--- src/rtl/ram_fifo_ctrl_pkg.sv ---
// Shared sizing for the 32x32 ram and the FIFO controller that fronts it.
// Also holds the pointer/count types and the pointer-increment helper.
package ram_fifo_ctrl_pkg;

    localparam int DATA_W = 32;
    localparam int ADDR_W = 5;
    localparam int DEPTH  = 32;

    typedef logic [ADDR_W-1:0] ptr_t;
    typedef logic [ADDR_W:0]   cnt_t;
    typedef logic [DATA_W-1:0] word_t;

    // Pointers wrap modulo DEPTH simply by overflowing ADDR_W bits.
    function automatic ptr_t ptr_inc(input ptr_t p);
        return p + ptr_t'(1);
    endfunction

endpackage

--- src/rtl/ram_fifo_ctrl_fifo_ptr_cnt.sv ---
// Occupancy counter with registered full/empty flags.
// inc and dec are never asserted together by the controller.
module fifo_ptr_cnt
    import ram_fifo_ctrl_pkg::*;
(
    input  logic clk,
    input  logic reset_n,
    input  logic clear,
    input  logic inc,
    input  logic dec,
    output cnt_t count,
    output logic full,
    output logic empty
);

    cnt_t count_r;
    cnt_t count_nxt_s;
    logic full_r;
    logic empty_r;

    // Next occupancy; clear wins over any access.
    always_comb begin
        count_nxt_s = count_r;
        if (clear) begin
            count_nxt_s = {(ADDR_W+1){1'b0}};
        end else if (inc && !dec) begin
            count_nxt_s = count_r + cnt_t'(1);
        end else if (dec && !inc) begin
            count_nxt_s = count_r - cnt_t'(1);
        end else begin
            count_nxt_s = count_r;
        end
    end

    // Flags are registered from the next count so they line up with count_r.
    always_ff @(posedge clk or negedge reset_n) begin
        if (!reset_n) begin
            count_r <= {(ADDR_W+1){1'b0}};
            full_r  <= 1'b0;
            empty_r <= 1'b1;
        end else begin
            count_r <= count_nxt_s;
            full_r  <= (count_nxt_s == cnt_t'(DEPTH));
            empty_r <= (count_nxt_s == {(ADDR_W+1){1'b0}});
        end
    end

    assign count = count_r;
    assign full  = full_r;
    assign empty = empty_r;

endmodule

--- src/rtl/ram_fifo_ctrl.sv ---
// FIFO controller owning the single-port ram pins; one ram access per cycle,
// pop wins over push when both are requested.
module ram_fifo_ctrl
    import ram_fifo_ctrl_pkg::*;
(
    input  logic              clk,
    input  logic              reset_n,
    input  logic              clear,
    input  logic              push_valid,
    input  logic [DATA_W-1:0] push_data,
    output logic              push_ready,
    input  logic              pop_valid,
    output logic              pop_ready,
    output logic [DATA_W-1:0] rd_data,
    output logic              rd_valid,
    output logic [ADDR_W:0]   count,
    output logic              full,
    output logic              empty,
    output logic              ram_cen,
    output logic              ram_wen,
    output logic [ADDR_W-1:0] ram_addr,
    output logic [DATA_W-1:0] ram_din,
    input  logic [DATA_W-1:0] ram_dout
);

    ptr_t  wr_ptr_r;
    ptr_t  rd_ptr_r;
    word_t rd_data_r;
    logic  rd_valid_r;
    logic  full_s;
    logic  empty_s;
    logic  pop_fire_s;
    logic  push_fire_s;

    fifo_ptr_cnt u_cnt (
        .clk     (clk),
        .reset_n (reset_n),
        .clear   (clear),
        .inc     (push_fire_s),
        .dec     (pop_fire_s),
        .count   (count),
        .full    (full_s),
        .empty   (empty_s)
    );

    // reset_n gates push_ready so the ram goes idle the instant reset asserts.
    assign pop_ready   = !empty_s && !clear;
    assign push_ready  = reset_n && !full_s && !clear && !(pop_valid && pop_ready);
    assign pop_fire_s  = pop_valid && pop_ready;
    assign push_fire_s = push_valid && push_ready;

    // Ram port drive; idle cycles park every pin at zero.
    always_comb begin
        ram_cen  = 1'b0;
        ram_wen  = 1'b0;
        ram_addr = {ADDR_W{1'b0}};
        ram_din  = {DATA_W{1'b0}};
        if (pop_fire_s) begin
            ram_cen  = 1'b1;
            ram_addr = rd_ptr_r;
        end else if (push_fire_s) begin
            ram_cen  = 1'b1;
            ram_wen  = 1'b1;
            ram_addr = wr_ptr_r;
            ram_din  = push_data;
        end else begin
            ram_cen  = 1'b0;
        end
    end

    // Read/write pointers.
    always_ff @(posedge clk or negedge reset_n) begin
        if (!reset_n) begin
            wr_ptr_r <= {ADDR_W{1'b0}};
            rd_ptr_r <= {ADDR_W{1'b0}};
        end else if (clear) begin
            wr_ptr_r <= {ADDR_W{1'b0}};
            rd_ptr_r <= {ADDR_W{1'b0}};
        end else begin
            if (pop_fire_s) begin
                rd_ptr_r <= ptr_inc(rd_ptr_r);
            end
            if (push_fire_s) begin
                wr_ptr_r <= ptr_inc(wr_ptr_r);
            end
        end
    end

    // Read data capture; rd_data holds across idle and clear cycles.
    always_ff @(posedge clk or negedge reset_n) begin
        if (!reset_n) begin
            rd_data_r  <= {DATA_W{1'b0}};
            rd_valid_r <= 1'b0;
        end else if (clear) begin
            rd_valid_r <= 1'b0;
        end else begin
            rd_valid_r <= pop_fire_s;
            if (pop_fire_s) begin
                rd_data_r <= ram_dout;
            end
        end
    end

    assign rd_data  = rd_data_r;
    assign rd_valid = rd_valid_r;
    assign full     = full_s;
    assign empty    = empty_s;

endmodule

--- config.mk ---
export PLATFORM = sky130hd
export DESIGN_NAME = ram_fifo_ctrl
export DESIGN_NICKNAME = d
export VERILOG_FILES = /design/src/rtl/ram_fifo_ctrl_pkg.sv /design/src/rtl/ram_fifo_ctrl_fifo_ptr_cnt.sv /design/src/rtl/ram_fifo_ctrl.sv
export SDC_FILE = /design/constraint.sdc
export NUM_CORES = 1
export LEC_CHECK = 0
export CAP_MARGIN = 20
export CORE_MARGIN = 5
export CORE_UTILIZATION = 40
export DETAILED_ROUTE_END_ITERATION = 10
export GPL_ROUTABILITY_DRIVEN = 0
export PLACE_DENSITY = 0.85
export SYNTH_ARGS = -nofsm -noshare
export SYNTH_HDL_FRONTEND = slang
export SYNTH_SLANG_ARGS = --single-unit
--- constraint.sdc ---
create_clock -name clk -period 3.2 [get_ports clk]
set_input_delay 0.48 -clock clk [delete_from_list [all_inputs] [get_ports clk]]
set_output_delay 0.48 -clock clk [all_outputs]
set_load 0.02 [all_outputs]
==> results.yml <==
synthesis:
  ys.flop_type: "dfrtp_1"
  yosysWarnings: 0
  synth_area_mm2: 0.00251
  syn_inst: 214
  ys_seq_elements: 51
  synthesis.nets: 287
  async_flop_share: 1.00
  seq_area_frac_synth: 0.508
  synth_enable_flop_cells: 0
  syn_area_per_cell_um2: 11.7
  synth_cell_types: 41
floorplanning:
  dieArea_mm2: 0.00797
  initial_utilization: 0.417
  die_w_um: 89.3
  core_area_mm2: 0.00603
  ios: 151
  die_y_um: 89.3
  placementRows: 28
pwr:
  pwr-share-clk: 0.141
  p_sw_w: 0.00105
  switching_share: 0.354
  peakVddDrop_uv: 514
  seqPwrFrac: 0.356
  p_per_area_mw_per_mm2: 710
  power.internal_w: 0.00192
  p_leak_nw: 1.70
  pwr-share-comb: 0.503
critical_path:
  cp-start-kind: "input port"
  max_stage_delay_ns: 0.54
  crit_top_cell: "clkdlybuf4s50_1"
  critPathKind: "input port to primary output"
  worstPathMaxFanout: 40
  endpoint_kind: "primary output"
  cp_slowest_cell: "clkdlybuf4s50_1"
  critical-path-top-delay-family: "buffers and inverters"
  path_buf_inv: 3
  required_ns: 2.72
  crit_chain: "clkdlybuf4s50_1, nand2b_1, nand4_4, clkinv_2, a22o_1, clkdlybuf4s50_1"
  worstPathArrival_ns: 2.53
final_layout:
  area_delta_synth_final_pct: 66.4
  fin_cells: 438
  nFillCells: 473
  finalInstanceArea_mm2: 0.00418
  antenna_cells: 0
  layout-drive-gt1-share: 0.143
  final_nets: 436
placed_design:
  place_hpwl_um: 5590
  portBuffers: 150
  dpl_cell_area_mm2: 0.00408
  placedCellCount: 431
clocking:
  clk_path_buf_depth: 2
  insertion_delay_ns: 0.30
  ctsResizeCount: 0
  ctsHoldBuffers: 0
  cts_root_buf: "clkbuf_8"
  cts_tree: "yes"
  clk_pin_slew_ns: 0.08
  cts.sinks: 51
  htreeDepth: 2
  postCtsSetupBuffers: 0
  cts_buffers: 5
timing:
  hold_violations: 0
  rsz0062_at_grt: "false"
  fin_skew_ns: 0.00239
  finalCriticalPeriod_ns: 3.01
  fin_crit_sh: 0.941
  fmax_mhz: 332
  fin_tns_setup_ns: 0
  slew_headroom: 0.576
  slew_viol_final: 0
  finalSetupViolCount: 0
  tightest_slew_ns: 0.636
route:
  dr.pass1.iters: 4
  drt-initial-drc-count: 103
  detail_route.vias_per_cell: 4.79
  wl_um: 7120
  drc: 0
  vias: 2100
  antenna_left: 0
  avgRoutedWirePerCell_um: 16.3
global_routing:
  antenna_found_initial: 0
  grt_pass1_vias: 2069
  grt_max_degree: 53
  track_usage: 0.174
  overflow: 0
  grt_first_pass_wirelength_um: 10600
run_status:
  status: "completed"
flow_run:
  cap_violations: 0
worst_hold_path:
  min_path_type: "input port to asynchronous set/reset pin"
power by group through the flow:
stage	combinational [W]	clock [W]	sequential, W
detailed placement	0.00151	0	0.00107
global route	0.00157	0.000464	0.00110
finish	0.00149	0.000420	0.00106
floorplan	0.000476	0	0.00134
global placement	0.00148	0	0.00105
CTS	0.00151	0.000440	0.00106
cells in the final DEF, fill, tap and decap left out, types with 2 or more instances in the layout:
cell type,instances
nand4_1,4
clkdlybuf4s50_1,149
o21ai_0,2
clkbuf_8,5
inv_1,2
a22o_1,5
nand2_1,9
and2_1,32
mux2_2,31
nor2b_1,4
ha_1,4
nand3_1,3
mux2_1,3
a21oi_1,4
dfrtp_1,50
xor2_1,6
xnor2_1,3
nor4_1,2
buf_4,6
nor2_1,15
nand2b_1,2
layout make-up:
class / instances / area (um2) / area share
well taps: 75 / 93.8 / 0.0224
clock buffers: 6 / 72.6 / 0.0174
repair buffers: 156 / 1540 / 0.369
clock inverters: 1 / 30.0 / 0.00718
flip-flops and latches: 51 / 1280 / 0.306
multi-input cells: 146 / 1150 / 0.276
inverters: 3 / 12.5 / 0.00299
stage by stage:
stage	power (W)	setup WS, ns	util	hold WS [ns]
6_report	0.00297	0.190	0.694	0.381
5_1_grt	0.00313	0.00515	0.694	0.451
4_1_cts	0.00301	0.116	0.694	0.405
3_5_place_dp	0.00258	0.123	0.677	0.485
3_3_place_gp	0.00253	0.233	0.677	0.467
2_1_floorplan	0.00182	0.896	-	0.184
logic make-up (layout without fill, tap and decap cells):
kind of cell,Yosys count,in the layout,share of synthesized area
AND/OR/NAND/NOR,79,79,0.190
flip-flops,51,51,0.508
multiplexers,35,35,0.158
AO/OA/AOI/OAI,19,19,0.0572
buffers and inverters,17,166,0.0353
XOR/XNOR,9,9,0.0314
adder cells (fa/ha/maj),4,4,0.0199
path summary, 6_finish.rpt:
check,slack [ns],from,to,cells after the start
hold / removal,0.38,reset_n,rd_data[25],2
max in group asynchronous,2.39,reset_n,u_cnt.count[3],2
hold reg to reg,0.50,rd_data[28],rd_data[28],1
setup reg to reg,0.83,u_cnt.empty,u_cnt.empty,7
setup / recovery,0.19,pop_valid,ram_addr[0],6
min in group clk,0.50,rd_data[28],rd_data[28],1
synth_stat cells (2+ instances only):
master	number	share of area
nor4_1	2	0.0050
mux2_2	31	0.14
nand4_1	4	0.010
buf_2	5	0.010
mux2_1	3	0.013
a22o_1	5	0.017
xnor2_1	3	0.010
nand2_1	9	0.013
nand3_1	3	0.0060
nand2b_1	2	0.0050
buf_6	2	0.0090
a21oi_1	4	0.0080
and2_1	32	0.080
xor2_1	6	0.021
o21ai_0	2	0.0040
dfrtp_1	50	0.50
inv_1	2	0.0030
clkbuf_1	6	0.0090
ha_1	4	0.020
nor2b_1	4	0.010
nor2_1	15	0.022
flip-flops by register name, indices dropped and copies added, names as in the netlist:
signal / count
u_cnt.full: 1
wr_ptr_r: 5
rd_data: 32
u_cnt.count: 6
u_cnt.empty: 1
rd_valid: 1
rd_ptr_r: 5
metal layers:
metal  share of wire  track usage
met5               0            0
met4           0.015       0.0582
met3           0.051       0.0332
met2            0.55        0.305
met1            0.38        0.215
Note: power is estimated with default switching activity, not from simulation.
==> patch 1, RTL diff (config.mk and constraints unchanged) <==
Set the package constant `DATA_W` to 24 (it was 32).
--- a/src/rtl/ram_fifo_ctrl_pkg.sv
+++ b/src/rtl/ram_fifo_ctrl_pkg.sv
@@ -4,3 +4,3 @@
 
-    localparam int DATA_W = 32;
+    localparam int DATA_W = 24;
     localparam int ADDR_W = 5;
Ports: changed (resized push_data, ram_din, ram_dout and rd_data); port bits go from 151 to 119. No check against the original RTL was run, so the function may have changed too.
==> patch 1 against the unedited design <==
Sequential cell count shrank 8; global-route usage shrank 1.7 points; area after synthesis shrank 15%; total power shrank 18%; cell area shrank 16%; worst hold slack lost 110 ps; sequential power shrank 17%; wire length shrank 24%; setup slack gained 61 ps; first-iteration DRC count shrank 41%; critical path type unchanged; highest routed layer unchanged.
==> patch 1: results (changes against the unedited design) <==
{| class="wikitable"
! Metric !! Value
|-
| Leading post-synthesis cells by instance count || dfrtp_1, mux2_2, and2_1
|-
| Top_reg_cell synth || dfrtp_1
|-
| Leak pwr || 1.43 nW (-16%)
|-
| First-pass GRT wire length || 8990 um (-15%)
|-
| Met1 global-route usage || 19.1% (-2.4 points)
|-
| Setup WS pre-CTS || 247 ps (+124 ps)
|-
| Detail Placement HPWL || 4230 um (-24%)
|-
| Peak supply drop || 0.446 mV (-13%)
|-
| Worst-path fanout max || 44 (+10%)
|-
| Setup slack of the most critical reg-to-reg path || 1020 ps (+190 ps)
|-
| Pin count of the biggest net entering global routing || 46 (-13%)
|-
| Worst rel slew slack || 63.3% (+5.7 points)
|-
| Critical path's largest stage delay || 600 ps (+60 ps)
|-
| H-tree level count || 2 (unchanged)
|-
| Endpoints failing hold || 0 (unchanged)
|-
| Net count after synthesis || 242 (-16%)
|-
| Xor and xnor fraction of the mapped netlist area || 3.68% (+0.54 points)
|-
| Diode count || 0 (unchanged)
|-
| Total met2 wirelength after detailed routing || 2720 um (-31%)
|-
| Signal arrival time at the worst endpoint || 2470 ps (-60 ps)
|-
| Number of distinct library cells after synthesis || 41 (unchanged)
|-
| Global Route met3 Usage || 5.35% (+2.0 points)
|-
| Sequential share of the synthesized area || 50.2% (-0.59 points)
|-
| Initial DRC Count || 61 (-41%)
|-
| Number of buffers inserted by port buffering || 118 (-21%)
|-
| First-pass iteration count of the detailed router || 4 (unchanged)
|-
| Net count, final || 361 (-17%)
|-
| Largest register FFs || 24 (-25%)
|-
| Post-Synth Adder-Cell Area || 2.33% (+0.34 points)
|-
| Post-route clock skew || 7.87 ps (+5.48 ps)
|-
| Share of cell area taken by muxes after synthesis || 15.0% (-0.83 points)
|-
| Path depth of the worst reg2reg path || 5 (-2)
|-
| Fraction of the mapped netlist area in compound gates || 6.07% (+0.34 points)
|-
| Largest cells by area after synthesis || dfrtp_1, mux2_2, and2_1
|-
| Wirelength, routed || 5440 um (-24%)
|-
| Met1 wire length || 2300 um (-15%)
|-
| Setup Fix Bufs, Post-CTS || 0 (unchanged)
|-
| Number of buffers created by CTS || 5 (unchanged)
|-
| Vias per inst || 4.80 (+0.17%)
|-
| Result of the run || finished clean
|-
| Met3 Wirelength || 384 um (+5.5%)
|-
| Vias in the first global route || 1812 (-12%)
|-
| Fraction of layout instances using a drive strength above 1 || 16.1% (+1.7 points)
|-
| Share of synthesized flip-flops with an asynchronous set or reset || 100% (unchanged)
|-
| GRT Util Overall || 15.7% (-1.7 points)
|-
| Routing usage on met2 || 27.2% (-3.3 points)
|}
## patch 1: cell types whose count changed after synthesis, moves of 2 or more
cell / change
nand2b_1: -2
and2_1: -8
dfrtp_1: -8
nand3_1: -2
mux2_2: -6
mux2_1: -3
nand2_1: -2
nor2_1: +2
## patch 1: through the flow
step / std cells / total power, mW / instance area (um^2) / hold slack [ps] / utilization, %
after floorplan: 185 / 1.50 / 2140 / 184 / -
after global placement: 367 / 2.07 / 3400 / 489 / 65.7
after detailed placement: 367 / 2.10 / 3400 / 495 / 65.7
after CTS: 375 / 2.47 / 3500 / 286 / 67.6
after global routing: 375 / 2.58 / 3500 / 321 / 67.6
final: 375 / 2.44 / 3500 / 273 / 67.6
## patch 1: worst max path at each step
stage | to | start | depth (start not counted) | slack, ps
6_report | ram_addr[1] | clear | 5 | 250
2_1_floorplan | ram_din[14] | u_cnt.empty | 6 | 780
3_5_place_dp | ram_addr[0] | clear | 5 | 250
5_1_grt | ram_addr[4] | clear | 5 | 110
3_3_place_gp | ram_addr[3] | clear | 5 | 300
4_1_cts | ram_din[21] | clear | 5 | 240
## patch 1: where the power goes
part           internal [mW]  switching, mW  total [mW]
combinational          0.648          0.548        1.20
sequential             0.742          0.136       0.879
clock                  0.176          0.187       0.363
## patch 1: cell families (layout without fill, tap and decap cells)
logic type | after synthesis | after routing
XOR/XNOR | 9 | 9
AND/OR/NAND/NOR | 71 | 71
AO/OA/AOI/OAI | 16 | 16
multiplexers | 28 | 28
buffers and inverters | 14 | 134
flip-flops | 43 | 43
adder cells (fa/ha/maj) | 4 | 4
## patch 1: cell type report
class                      count  area, um^2
sequential                    43        1080
multi-input combinational    128        1010
clock inverter                 2        16.3
tap                           70        87.6
clock buffer                   6        82.6
timing repair buffer         123        1210
inverter                       3        11.3
fill                         414        1680
==> patch 2, RTL diff (same flow settings) <==
Without the edit above. Make the reset (`reset_n`) synchronous in 3 clocked blocks.
--- a/src/rtl/ram_fifo_ctrl_fifo_ptr_cnt.sv
+++ b/src/rtl/ram_fifo_ctrl_fifo_ptr_cnt.sv
@@ -35,3 +35,3 @@
     // Flags are registered from the next count so they line up with count_r.
-    always_ff @(posedge clk or negedge reset_n) begin
+    always_ff @(posedge clk) begin
         if (!reset_n) begin
--- a/src/rtl/ram_fifo_ctrl.sv
+++ b/src/rtl/ram_fifo_ctrl.sv
@@ -71,3 +71,3 @@
     // Read/write pointers.
-    always_ff @(posedge clk or negedge reset_n) begin
+    always_ff @(posedge clk) begin
         if (!reset_n) begin
@@ -89,3 +89,3 @@
     // Read data capture; rd_data holds across idle and clear cycles.
-    always_ff @(posedge clk or negedge reset_n) begin
+    always_ff @(posedge clk) begin
         if (!reset_n) begin
Function: differs if reset_n is asserted again (counterexample within 4 cycles, from zero or initial values and one cycle with reset_n low); with reset_n held inactive, the same outputs for 10 cycles.
==> patch 2 against the unedited design <==
Count of clock-buffer cells in the layout is the same; setup slack gained 190 ps; sequential cell count did not move; wire length grew 7.2%; area after synthesis down 3.2%; maximum frequency up 6.6%; cell area is 1.6% lower; largest cell class unchanged.
Power is not compared: it rests on default switching activity, and its combinational part moved more than twofold at a synthesized area within 25%.
==> patch 2: results (changes against the unedited design) <==
{| class="wikitable"
! Metric !! Value
|-
| Post-route clock skew || 6.20 ps (+3.81 ps)
|-
| Peak supply drop || 0.334 mV
|-
| Share of synthesized flip-flops with an asynchronous set or reset || 0% (-100 points)
|-
| Number of buffers created by CTS || 5 (unchanged)
|-
| Worst-margin pin slew || 405 ps (-231 ps)
|-
| Worst-path fanout max || 34 (-15%)
|-
| Result of the run || finished clean
|-
| Sequential share of the synthesized area || 42.0% (-8.9 points)
|-
| Diode count || 0 (unchanged)
|-
| Worst reg2reg path endpoint || u_cnt.full
|-
| First-pass iteration count of the detailed router || 4 (unchanged)
|-
| Net count after synthesis || 369 (+29%)
|-
| Largest register FFs || 32 (unchanged)
|-
| Cell area reported after detailed placement || 0.00401 mm^2 (-1.7%)
|-
| Antenna violations before repair || 0 (unchanged)
|-
| Setup Fix Bufs, Post-CTS || 0 (unchanged)
|-
| Pin count of the biggest net entering global routing || 41 (-23%)
|-
| Largest cells by area after synthesis || dfxtp_1, nand2_1, a21boi_1
|-
| WL/cell || 14.9 um (-8.7%)
|-
| Clock insertion delay at the later pin of the skew report || 290 ps
|-
| GRT Util Overall || 19.2% (+1.8 points)
|-
| Layout overhead on the synthesized area || 69.0%
|-
| Number of buffers inserted by port buffering || 150 (unchanged)
|-
| Detail Placement HPWL || 5970 um (+6.9%)
|-
| Launching instance or port of the critical path || reset_n
|-
| First-pass GRT wire length || 11700 um (+9.9%)
|-
| Clock root buffer || clkbuf_8
|-
| Fraction of layout instances using a drive strength above 1 || 4.78% (-9.5 points)
|-
| H-tree level count || 2 (unchanged)
|-
| Initial DRC Count || 71 (-31%)
|-
| Setup slack of the most critical reg-to-reg path || 1180 ps (+350 ps)
|-
| Vias in the first global route || 2472 (+19%)
|-
| Number of distinct library cells after synthesis || 36 (-12%)
|-
| Leak pwr || 1.55 nW
|-
| Clock-pin slew on the worst setup and hold paths || 80 ps (about the same)
|-
| Vias per inst || 5.06 (+5.5%)
|-
| End point of the critical path || ram_din[8]
|-
| Net count, final || 512 (+17%)
|-
| Signal arrival time at the worst endpoint || 2340 ps (-190 ps)
|-
| Top_reg_cell synth || dfxtp_1
|-
| Critical path's largest stage delay || 620 ps (+80 ps)
|-
| Warnings, synthesis || 0 (unchanged)
|-
| Hold Crit Class || flop to flop
|-
| Cells resized by post-CTS repair || 0 (unchanged)
|-
| Reg-to-Reg Start || u_cnt.count[0]
|-
| Clk buf depth || 2 (unchanged)
|-
| Cell family with the largest share of critical-path delay || buffers and inverters
|-
| Crit-path slowest cell || clkdlybuf4s50_1
|-
| Path depth of the worst reg2reg path || 6 (-1)
|-
| Leading post-synthesis cells by instance count || nand2_1, dfxtp_1, and3_1
|}
## patch 2: kinds of logic (layout without fill, tap and decap cells)
logic type | count (synthesis) | count (layout) | synth area share, %
AO/OA/AOI/OAI | 50 | 50 | 16.5
AND/OR/NAND/NOR | 153 | 153 | 30.6
buffers and inverters | 27 | 170 | 4.94
flip-flops | 51 | 51 | 42.0
adder cells (fa/ha/maj) | 4 | 4 | 2.06
XOR/XNOR | 11 | 11 | 3.96
## patch 2: cell type report
| class | count | area, um^2 |
|---|---|---|
| fillers | 502 | 1810 |
| repair buffers | 159 | 1580 |
| multi-input cells | 218 | 1300 |
| flip-flops and latches | 51 | 1020 |
| well taps | 75 | 93.8 |
| clock buffers | 6 | 72.6 |
| clock inverters | 1 | 30.0 |
| inverters | 4 | 15.0 |
## patch 2: how the worst min path moves through the flow
stage                              to        start  depth (start not counted)  slack (ps)
after floorplan           rd_ptr_r[1]  rd_ptr_r[1]                          2         470
after global placement    rd_data[30]  rd_data[30]                          2         440
after detailed placement   rd_data[2]   rd_data[2]                          2         440
after CTS                  rd_data[2]   rd_data[2]                          2         460
after global routing      rd_data[22]  rd_data[22]                          2         470
final                      rd_data[2]   rd_data[2]                          2         450
## patch 2: tightest hold or removal path, delay by kind of cell (launching register included)
family / cells / cell delay (ps)
AO/OA/AOI/OAI: 1 / 50
flip-flops: 1 / 310
AND/OR/NAND/NOR: 1 / 50
## patch 2: stage by stage
| step | total power [mW] | std cells | worst slack [ps] |
|---|---|---|---|
| after floorplan | 0.735 | 296 | 1220 |
| after global placement | 0.866 | 507 | 366 |
| after detailed placement | 0.869 | 507 | 357 |
| after CTS | 1.29 | 514 | 359 |
| after global routing | 1.34 | 514 | 308 |
| final | 1.28 | 514 | 377 |
## patch 2: metal layers
layer / vias to the layer above / global-route usage (%) / wire length [um]
li1: 1296 / - / -
met1: 1171 / 19.6 / 2850
met2: 120 / 36.0 / 3770
met3: 12 / 6.59 / 862
met4: 0 / 6.42 / 153
met5: - / 0 / 0
## patch 2: where the power goes
group | total (mW) | internal, mW | switching (mW)
registers | 0.644 | 0.639 | 0.00503
logic | 0.208 | 0.130 | 0.0782
clock network | 0.423 | 0.229 | 0.194
